File: config.mk
export PLATFORM = sky130hd
export DESIGN_NAME = imm_encoder_flat
export DESIGN_NICKNAME = d
export VERILOG_FILES = /design/src/rtl/imm_encoder_if.sv /design/src/rtl/imm_encoder.sv /design/src/flat_wrapper.sv
export SDC_FILE = /design/constraint.sdc
export NUM_CORES = 1
export LEC_CHECK = 0
export CORE_ASPECT_RATIO = 0.7
export CORE_UTILIZATION = 41
export CTS_CLUSTER_DIAMETER = 30
export DETAILED_ROUTE_END_ITERATION = 6
export GPL_ROUTABILITY_DRIVEN = 0
export GPL_TIMING_DRIVEN = 0
export PLACE_DENSITY_LB_ADDON = 0.3
export SLEW_MARGIN = 20
export SYNTH_ARGS = -nofsm -noshare
export SYNTH_HDL_FRONTEND = slang
export SYNTH_SLANG_ARGS = --single-unit
File: constraint.sdc
create_clock -name clk -period 1.34 [get_ports clk]
set_input_delay 0.268 -clock clk [delete_from_list [all_inputs] [get_ports clk]]
set_output_delay 0.268 -clock clk [all_outputs]
set_load 0.1 [all_outputs]
File: src/rtl/imm_encoder_if.sv
// -----------------------------------------------------------------------------
// imm_encoder_if
// Streaming bundle for the immediate encoder.
//   Request side : in_valid, in_ready, in_imm[31:0], in_imm_src[1:0],
//                  in_base[24:0] (instr[31:7] template), in_opcode[6:0]
//   Result side  : out_valid, out_ready, out_instr[31:0], out_err
// modport master : the requester/consumer (loader, sequencer, testbench)
// modport slave  : the encoder itself
// -----------------------------------------------------------------------------
interface imm_encoder_if;
  logic        in_valid;
  logic        in_ready;
  logic [31:0] in_imm;
  logic [1:0]  in_imm_src;
  logic [24:0] in_base;
  logic [6:0]  in_opcode;
  logic        out_valid;
  logic        out_ready;
  logic [31:0] out_instr;
  logic        out_err;

  modport master (
    output in_valid, in_imm, in_imm_src, in_base, in_opcode, out_ready,
    input  in_ready, out_valid, out_instr, out_err
  );

  modport slave (
    input  in_valid, in_imm, in_imm_src, in_base, in_opcode, out_ready,
    output in_ready, out_valid, out_instr, out_err
  );
endinterface

File: src/rtl/imm_encoder.sv
// -----------------------------------------------------------------------------
// imm_encoder
// Two-stage pipelined RV32I immediate encoder: the inverse of the decode-stage
// immediate extraction. Scatters a 32-bit immediate into the I/S/B/J field
// positions of an instruction template and flags immediates that the selected
// format cannot represent.
//   clk        : system clock, rising edge
//   rst_n      : asynchronous active-low reset, flushes both stages
//   bus        : imm_encoder_if.slave (valid/ready request and result streams)
//   err_count  : saturating count of unrepresentable requests
// Parameters:
//   STRICT     : 1 = unrepresentable requests are dropped (only counted)
//                0 = they are emitted with out_err=1 and a truncated encoding
//   CNT_W      : width of err_count
// -----------------------------------------------------------------------------
module imm_encoder #(
  parameter bit STRICT = 1'b0,
  parameter int CNT_W  = 8
) (
  input  logic              clk,
  input  logic              rst_n,
  imm_encoder_if.slave      bus,
  output logic [CNT_W-1:0]  err_count
);

  // ImmSrc encoding shared with the decode stage
  localparam logic [1:0] SRC_I = 2'b00;
  localparam logic [1:0] SRC_S = 2'b01;
  localparam logic [1:0] SRC_B = 2'b10;
  localparam logic [1:0] SRC_J = 2'b11;

  // ---------------------------------------------------------------------------
  // Encode (combinational, feeds stage 1)
  // ---------------------------------------------------------------------------
  logic [31:0] tmpl;
  logic [31:0] enc_instr_next;
  logic        enc_err_next;
  logic [30:11] sign_diff;

  assign tmpl = {bus.in_base, bus.in_opcode};

  // sign_diff[k] is set when imm[k] differs from imm[k+1]; a format whose
  // sign run starts at bit m is representable iff sign_diff[30:m] is all zero.
  genvar gi;
  generate
    for (gi = 11; gi <= 30; gi++) begin : g_sign_diff
      assign sign_diff[gi] = bus.in_imm[gi] ^ bus.in_imm[gi+1];
    end
  endgenerate

  always_comb begin
    enc_instr_next = tmpl;
    enc_err_next   = 1'b0;
    unique case (bus.in_imm_src)
      SRC_I: begin
        enc_instr_next[31:20] = bus.in_imm[11:0];
        enc_err_next          = |sign_diff[30:11];
      end
      SRC_S: begin
        enc_instr_next[31:25] = bus.in_imm[11:5];
        enc_instr_next[11:7]  = bus.in_imm[4:0];
        enc_err_next          = |sign_diff[30:11];
      end
      SRC_B: begin
        enc_instr_next[31]    = bus.in_imm[12];
        enc_instr_next[30:25] = bus.in_imm[10:5];
        enc_instr_next[11:8]  = bus.in_imm[4:1];
        enc_instr_next[7]     = bus.in_imm[11];
        enc_err_next          = (|sign_diff[30:12]) | bus.in_imm[0];
      end
      SRC_J: begin
        enc_instr_next[31]    = bus.in_imm[20];
        enc_instr_next[30:21] = bus.in_imm[10:1];
        enc_instr_next[20]    = bus.in_imm[11];
        enc_instr_next[19:12] = bus.in_imm[19:12];
        enc_err_next          = (|sign_diff[30:20]) | bus.in_imm[0];
      end
      default: begin
        enc_instr_next = tmpl;
        enc_err_next   = 1'b0;
      end
    endcase
  end

  // ---------------------------------------------------------------------------
  // Pipeline control
  // ---------------------------------------------------------------------------
  logic             s1_valid_reg;
  logic [31:0]      s1_instr_reg;
  logic             s1_err_reg;
  logic             s2_valid_reg;
  logic [31:0]      s2_instr_reg;
  logic             s2_err_reg;
  logic [CNT_W-1:0] err_count_reg;

  logic s2_adv;
  logic s1_adv;
  logic in_ready_int;
  logic s1_drop;

  assign s2_adv       = !s2_valid_reg || bus.out_ready;
  assign s1_adv       = s2_adv;
  // An empty S1 keeps accepting even while S2 is stalled (bubble collapse).
  assign in_ready_int = !s1_valid_reg || s2_adv;
  // In strict mode an errored word dies at the S1->S2 boundary.
  assign s1_drop      = STRICT && s1_err_reg;

  // Stage 1: encoded word + error flag
  always_ff @(posedge clk or negedge rst_n) begin
    if (!rst_n) begin
      s1_valid_reg <= 1'b0;
      s1_instr_reg <= '0;
      s1_err_reg   <= 1'b0;
    end else if (in_ready_int) begin
      s1_valid_reg <= bus.in_valid;
      if (bus.in_valid) begin
        s1_instr_reg <= enc_instr_next;
        s1_err_reg   <= enc_err_next;
      end
    end
  end

  // Stage 2: output register; payload holds while stalled
  always_ff @(posedge clk or negedge rst_n) begin
    if (!rst_n) begin
      s2_valid_reg <= 1'b0;
      s2_instr_reg <= '0;
      s2_err_reg   <= 1'b0;
    end else if (s1_adv) begin
      s2_valid_reg <= s1_valid_reg && !s1_drop;
      if (s1_valid_reg && !s1_drop) begin
        s2_instr_reg <= s1_instr_reg;
        s2_err_reg   <= s1_err_reg;
      end
    end
  end

  // Error counter: counted as the word leaves S1, whether kept or dropped
  always_ff @(posedge clk or negedge rst_n) begin
    if (!rst_n) begin
      err_count_reg <= '0;
    end else if (s1_adv && s1_valid_reg && s1_err_reg && (err_count_reg != '1)) begin
      err_count_reg <= err_count_reg + CNT_W'(1);
    end
  end

  assign bus.in_ready  = in_ready_int;
  assign bus.out_valid = s2_valid_reg;
  assign bus.out_instr = s2_instr_reg;
  assign bus.out_err   = s2_err_reg;
  assign err_count     = err_count_reg;

endmodule
File: src/flat_wrapper.sv
// flat-port wrapper written by rule: the top's interface ports become plain ports
module imm_encoder_flat 
#(
  parameter bit STRICT = 1'b0,
  parameter int CNT_W  = 8
)
  (clk, rst_n, err_count, bus_in_valid, bus_in_imm, bus_in_imm_src, bus_in_base, bus_in_opcode, bus_out_ready, bus_in_ready, bus_out_valid, bus_out_instr, bus_out_err);
  imm_encoder_if bus_i ();
  input  logic clk;
  input  logic rst_n;
  output logic [CNT_W-1:0] err_count;
  input wire logic [$bits(bus_i.in_valid)-1:0] bus_in_valid;
  input wire logic [$bits(bus_i.in_imm)-1:0] bus_in_imm;
  input wire logic [$bits(bus_i.in_imm_src)-1:0] bus_in_imm_src;
  input wire logic [$bits(bus_i.in_base)-1:0] bus_in_base;
  input wire logic [$bits(bus_i.in_opcode)-1:0] bus_in_opcode;
  input wire logic [$bits(bus_i.out_ready)-1:0] bus_out_ready;
  output wire logic [$bits(bus_i.in_ready)-1:0] bus_in_ready;
  output wire logic [$bits(bus_i.out_valid)-1:0] bus_out_valid;
  output wire logic [$bits(bus_i.out_instr)-1:0] bus_out_instr;
  output wire logic [$bits(bus_i.out_err)-1:0] bus_out_err;
  assign bus_i.in_valid = bus_in_valid;
  assign bus_i.in_imm = bus_in_imm;
  assign bus_i.in_imm_src = bus_in_imm_src;
  assign bus_i.in_base = bus_in_base;
  assign bus_i.in_opcode = bus_in_opcode;
  assign bus_i.out_ready = bus_out_ready;
  assign bus_in_ready = bus_i.in_ready;
  assign bus_out_valid = bus_i.out_valid;
  assign bus_out_instr = bus_i.out_instr;
  assign bus_out_err = bus_i.out_err;
  imm_encoder #(.STRICT(STRICT), .CNT_W(CNT_W)) u_core (.clk(clk), .rst_n(rst_n), .bus(bus_i), .err_count(err_count));
endmodule
======== Word-level counts from Yosys, hierarchy flattened ========
Cells that the tools add are included.
storage, ports and cells
  register bits ........................... 76
  logic and storage cells ................. 53
operators by class
  mux-type cells .......................... 5
  add/subtract/negate cells ............... 1
  bitwise logic cells ..................... 22
  reduce and logical (&&, ||, !) cells .... 14
  equality and inequality tests ........... 4
operators by type and width
  kind                                                                   count
  7-bit one-hot mux with 3 select lines                                  1
  5-bit one-hot mux with 2 select lines                                  2
  20-bit OR reduction                                                    1
  1-bit XOR                                                              20
  19-bit OR reduction                                                    1
  11-bit OR reduction                                                    1
  8-bit by 1-bit adder with 8-bit output, second input constant          1
  8-bit 2-to-1 mux                                                       1
  8-bit != test, second input constant                                   1
  2-bit equality test, second input constant                             2
  2-bit AND reduction                                                    2
  1-bit logical AND                                                      3
  1-bit one-hot mux with 3 select lines                                  1
  2-bit by 1-bit equality test with 1-bit output, second input constant  1
  1-bit logical NOT                                                      2
  2-bit logical NOT                                                      1
  1-bit logical OR                                                       2
  1-bit OR                                                               2
  2-bit OR reduction                                                     1

======== Longest topological paths before layout ========
  depth after elaboration ................. 5
  mapped depth ............................ 6

======== Worst setup path after synthesis ========
Ideal clock, no wire load.
  path kind ............................... flip-flop to flip-flop
  from .................................... register u_core.s2_valid_reg, in the netlist u_core.bus.out_valid
  to ...................................... register u_core.s1_instr_reg[5]
  arrival ................................. 2.543 ns
  required time ........................... 1.215 ns
  stages on the path, launching flop included .. 5
  buffers on the path ..................... 1
  path slack .............................. -1.328 ns
  path through ............................ dfrtp_1 -> nand3b_2 -> nand2_2 -> buf_4 -> mux2_2
on the way
  word-level cells in the longest chain between the ends .. 4
RTL lines
  element                               RTL line            source
  from (decl)                           imm_encoder.sv:91   logic s2_valid_reg;
  from (signal assigned)                imm_encoder.sv:130  s2_valid_reg <= s1_valid_reg && !s1_drop;
  1-bit logical NOT                     imm_encoder.sv:101  assign s2_adv = !s2_valid_reg || bus.out_ready;
  1-bit logical OR                      imm_encoder.sv:101
  1-bit logical OR                      imm_encoder.sv:104  assign in_ready_int = !s1_valid_reg || s2_adv;
  via bus_in_ready                      flat_wrapper.sv:18  output wire logic [$bits(bus_i.in_ready)-1:0] bus_in_ready;
  2-bit AND reduction (no source line)  -
  to (signal assigned)                  imm_encoder.sv:117  s1_instr_reg <= enc_instr_next;
  to (decl)                             imm_encoder.sv:89   logic [31:0] s1_instr_reg;
The timed path passes the listed nets, and every way through them passes these cells.
A chain may end at the register's enable or synchronous reset.

======== Final worst setup path ========
  from .................................... register u_core.err_count_reg[1], in the netlist u_core.err_count[1]
  to ...................................... register u_core.err_count_reg[1], in the netlist u_core.err_count[1]
on the way
  word-level cells in the longest chain between the ends .. 2
  elaborated cells between the ends (all ways) .. 3
  classes of those cells .................. add/sub: 1; eq/ne: 1; reduce/logical: 1
RTL lines
  element                                                                         RTL line            source
  from (decl)                                                                     imm_encoder.sv:94   logic [CNT_W-1:0] err_count_reg;
  from (signal assigned)                                                          imm_encoder.sv:143  err_count_reg <= err_count_reg + CNT_W'(1);
  branches (longest 2 deep; another with 8-bit by 1-bit adder with 8-bit output)  -
Parallel ways; which one is timed is not known.

==> results.cfg <==
[grt]
grt_max_degree = 48
grt_pass1_vias = 2534
grt_pass1_wl_mm = 12.5
antenna_found_initial = 0
grt.total_usage_pct = 19.7
gr-total-overflow = 0

[run]
drv_cap = 0

[placement]
portBuffers = 105
place_hpwl_mm = 5.83

[clocking]
cts_buffers = 9
tritoncts = built
clock-sinks = 76
cts.clk_slew.worst_paths_ns = 0.06
htreeDepth = 3
ctsRootBufferMaster = clkbuf_16
clockBufferDepth = 2
clk_latency_ns = 0.33

[floorplanning]
std_cell_rows = 27
initial_core_util_pct = 42.5
core-area_sq_um = 7870
die_x_um = 110
io_pins = 113
die_area_sq_um = 8520
die-height_um = 77.5

[route]
first_pass_iters = 4
drc = 0
wl_per_cell_um = 16.4
ant_nets = 0
vias_per_cell = 5.13
drt_wl_total_mm = 8.14
vias = 2552
drt_iter0_drc = 96

[final_layout]
syn2layout_area_growth_pct = 53.9
antenna_cells = 0
fillCellCount = 620
nets = 466
drive_gt1_share_pct = 38.4
utilization_pct = 65.3

[sta]
fin_crit_ns = 1.47
rsz0062_at_grt = true
post-route-period-util_pct = 109
relSlewSlack_pct = 71.7
fmax_ghz = 0.682
worst_slack_ns = -0.126
slew_violations = 0
skew_ns = 0.00361
fin_hold_ws_ns = 0.417
tns_ns = -0.697
finalHoldViolCount = 0
setup_viol = 12
tightest_slew_ns = 0.425

[pwr]
total_leakage_power_nw = 2.28
powerDensity_nw_per_um2 = 2000
ir_worst_vdd_uv = 1660

[synthesis]
synth-main-ff-cell = dfrtp_1
synth_top_area_share_pct = 56.9
syn_inst = 266
synth_top_area_cell = dfrtp_1
ys_seq_area_share_pct = 56.9
netlist-cell-type-count = 35
netlist_top_cells_count = dfrtp_1, mux2_2, nand2_1
async_flop_share_pct = 100
synth_seq_cells = 76
yosys_warnings = 0
synth_area_leaders = dfrtp_1, mux2_2, o21ai_0
syn-cell-area_sq_um = 3340
synth_fp_nets = 341
synth_edf_count = 0
synth_area_per_cell_sq_um = 12.6
synth_most_common_cell = dfrtp_1

[setup_path]
rrSetupSlack_ns = -0.13
r2r-end = u_core.err_count[1]$_DFFE_PN0P_
r2r_start = u_core.err_count[1]$_DFFE_PN0P_
required_ns = 1.56
reg2reg_depth = 4
cp-start-kind = flop
cp-end-kind = flop
worst-setup-path-type = flop to flop
critPathMaxFanout = 8
worst_ep_arrival_time_ns = 1.68

[run_status]
violations = setup timing
status = finished, violations left

[min_path]
hp-class = primary input to asynchronous set/reset pin
cell families after synthesis:
| logic type | count (synthesis) | synth area share [%] |
|---|---|---|
| buffers and inverters | 15 | 2.55 |
| AND/OR/NAND/NOR | 61 | 9.28 |
| multiplexers | 56 | 18.6 |
| adder cells (fa/ha/maj) | 5 | 1.87 |
| AO/OA/AOI/OAI | 42 | 7.90 |
| XOR/XNOR | 11 | 2.88 |
| flip-flops | 76 | 56.9 |
report_power, final:
part           total (mW)  switching (mW)  internal (mW)
combinational        4.70            3.31           1.39
clock                2.34           0.934           1.41
sequential           3.26           0.410           2.85
worst max-delay path, cell delays in order, from the launching register on:
cell and delay, ns:
dfrtp_4 0.45, ha_4 0.14, nand3_2 0.09, o2111ai_4 0.34
mux2_4 0.33
per-stage QoR:
stage / instances / setup slack, ns / area (sq um) / power, mW
2_1_floorplan: 266 / -0.431 / 3470 / 6.54
3_3_place_gp: 472 / -3.09 / 4650 / 7.69
6_report: 497 / -0.126 / 5140 / 10.3
5_1_grt: 497 / -0.159 / 5140 / 10.7
3_5_place_dp: 473 / -0.983 / 4670 / 7.78
4_1_cts: 495 / -0.113 / 5030 / 10.2
routing by layer:
metal / wire (um) / share of wire (%) / vias to the layer above / global-route usage [%]
met3: 520 / 6.4 / 13 / 6.81
met4: 127 / 1.6 / 0 / 7.47
li1: - / - / 1209 / -
met5: 0 / 0 / - / 0
met2: 3750 / 46 / 80 / 29.8
met1: 3740 / 46 / 1250 / 26.0
layout make-up:
type | instances | area, sq um | area share, %
well taps | 101 | 126 | 2.46
repair buffers | 115 | 1120 | 21.8
inverters | 5 | 18.8 | 0.365
clock inverters | 4 | 31.3 | 0.608
flip-flops and latches | 76 | 1930 | 37.5
plain buffers | 9 | 116 | 2.26
multi-input cells | 175 | 1530 | 29.8
clock buffers | 12 | 267 | 5.18
worst max-delay path by stage:
| stage | depth (start not counted) | start | slack, ns | endpoint |
|---|---|---|---|---|
| detailed placement | 3 | bus_out_ready | -0.98 | bus_in_ready |
| finish | 4 | u_core.err_count[1]$_DFFE_PN0P_ | -0.13 | u_core.err_count[1]$_DFFE_PN0P_ |
| CTS | 4 | u_core.err_count[1]$_DFFE_PN0P_ | -0.11 | u_core.err_count[1]$_DFFE_PN0P_ |
| floorplan | 4 | u_core.bus.out_valid$_DFFE_PN0P_ | -0.43 | u_core.s1_instr_reg[0]$_DFFE_PN0P_ |
| global placement | 1 | rst_n | -3.09 | u_core.err_count[1]$_DFFE_PN0P_ |
| global route | 4 | u_core.err_count[1]$_DFFE_PN0P_ | -0.16 | u_core.err_count[1]$_DFFE_PN0P_ |
layout by cell type, fill, tap and decap left out, types with 7 or more instances in the layout:
| cell | n |
|---|---|
| o21ai_0 | 20 |
| a21oi_1 | 7 |
| mux2_4 | 13 |
| clkdlybuf4s50_1 | 58 |
| nor2_1 | 8 |
| mux2i_1 | 10 |
| dfrtp_1 | 66 |
| buf_4 | 43 |
| nand2_1 | 24 |
| buf_12 | 7 |
| mux2_2 | 33 |
| clkbuf_16 | 10 |
timing repair:
action,in CTS,in global routing
cloned,0,1
pin swaps,13,2
resized for setup,287,16
endpoints found under the hold margin,29,0
buffers inserted,5,2
hold buffers,1,0
setup endpoints to repair,110,51
Power figures use the tool's default switching activity.
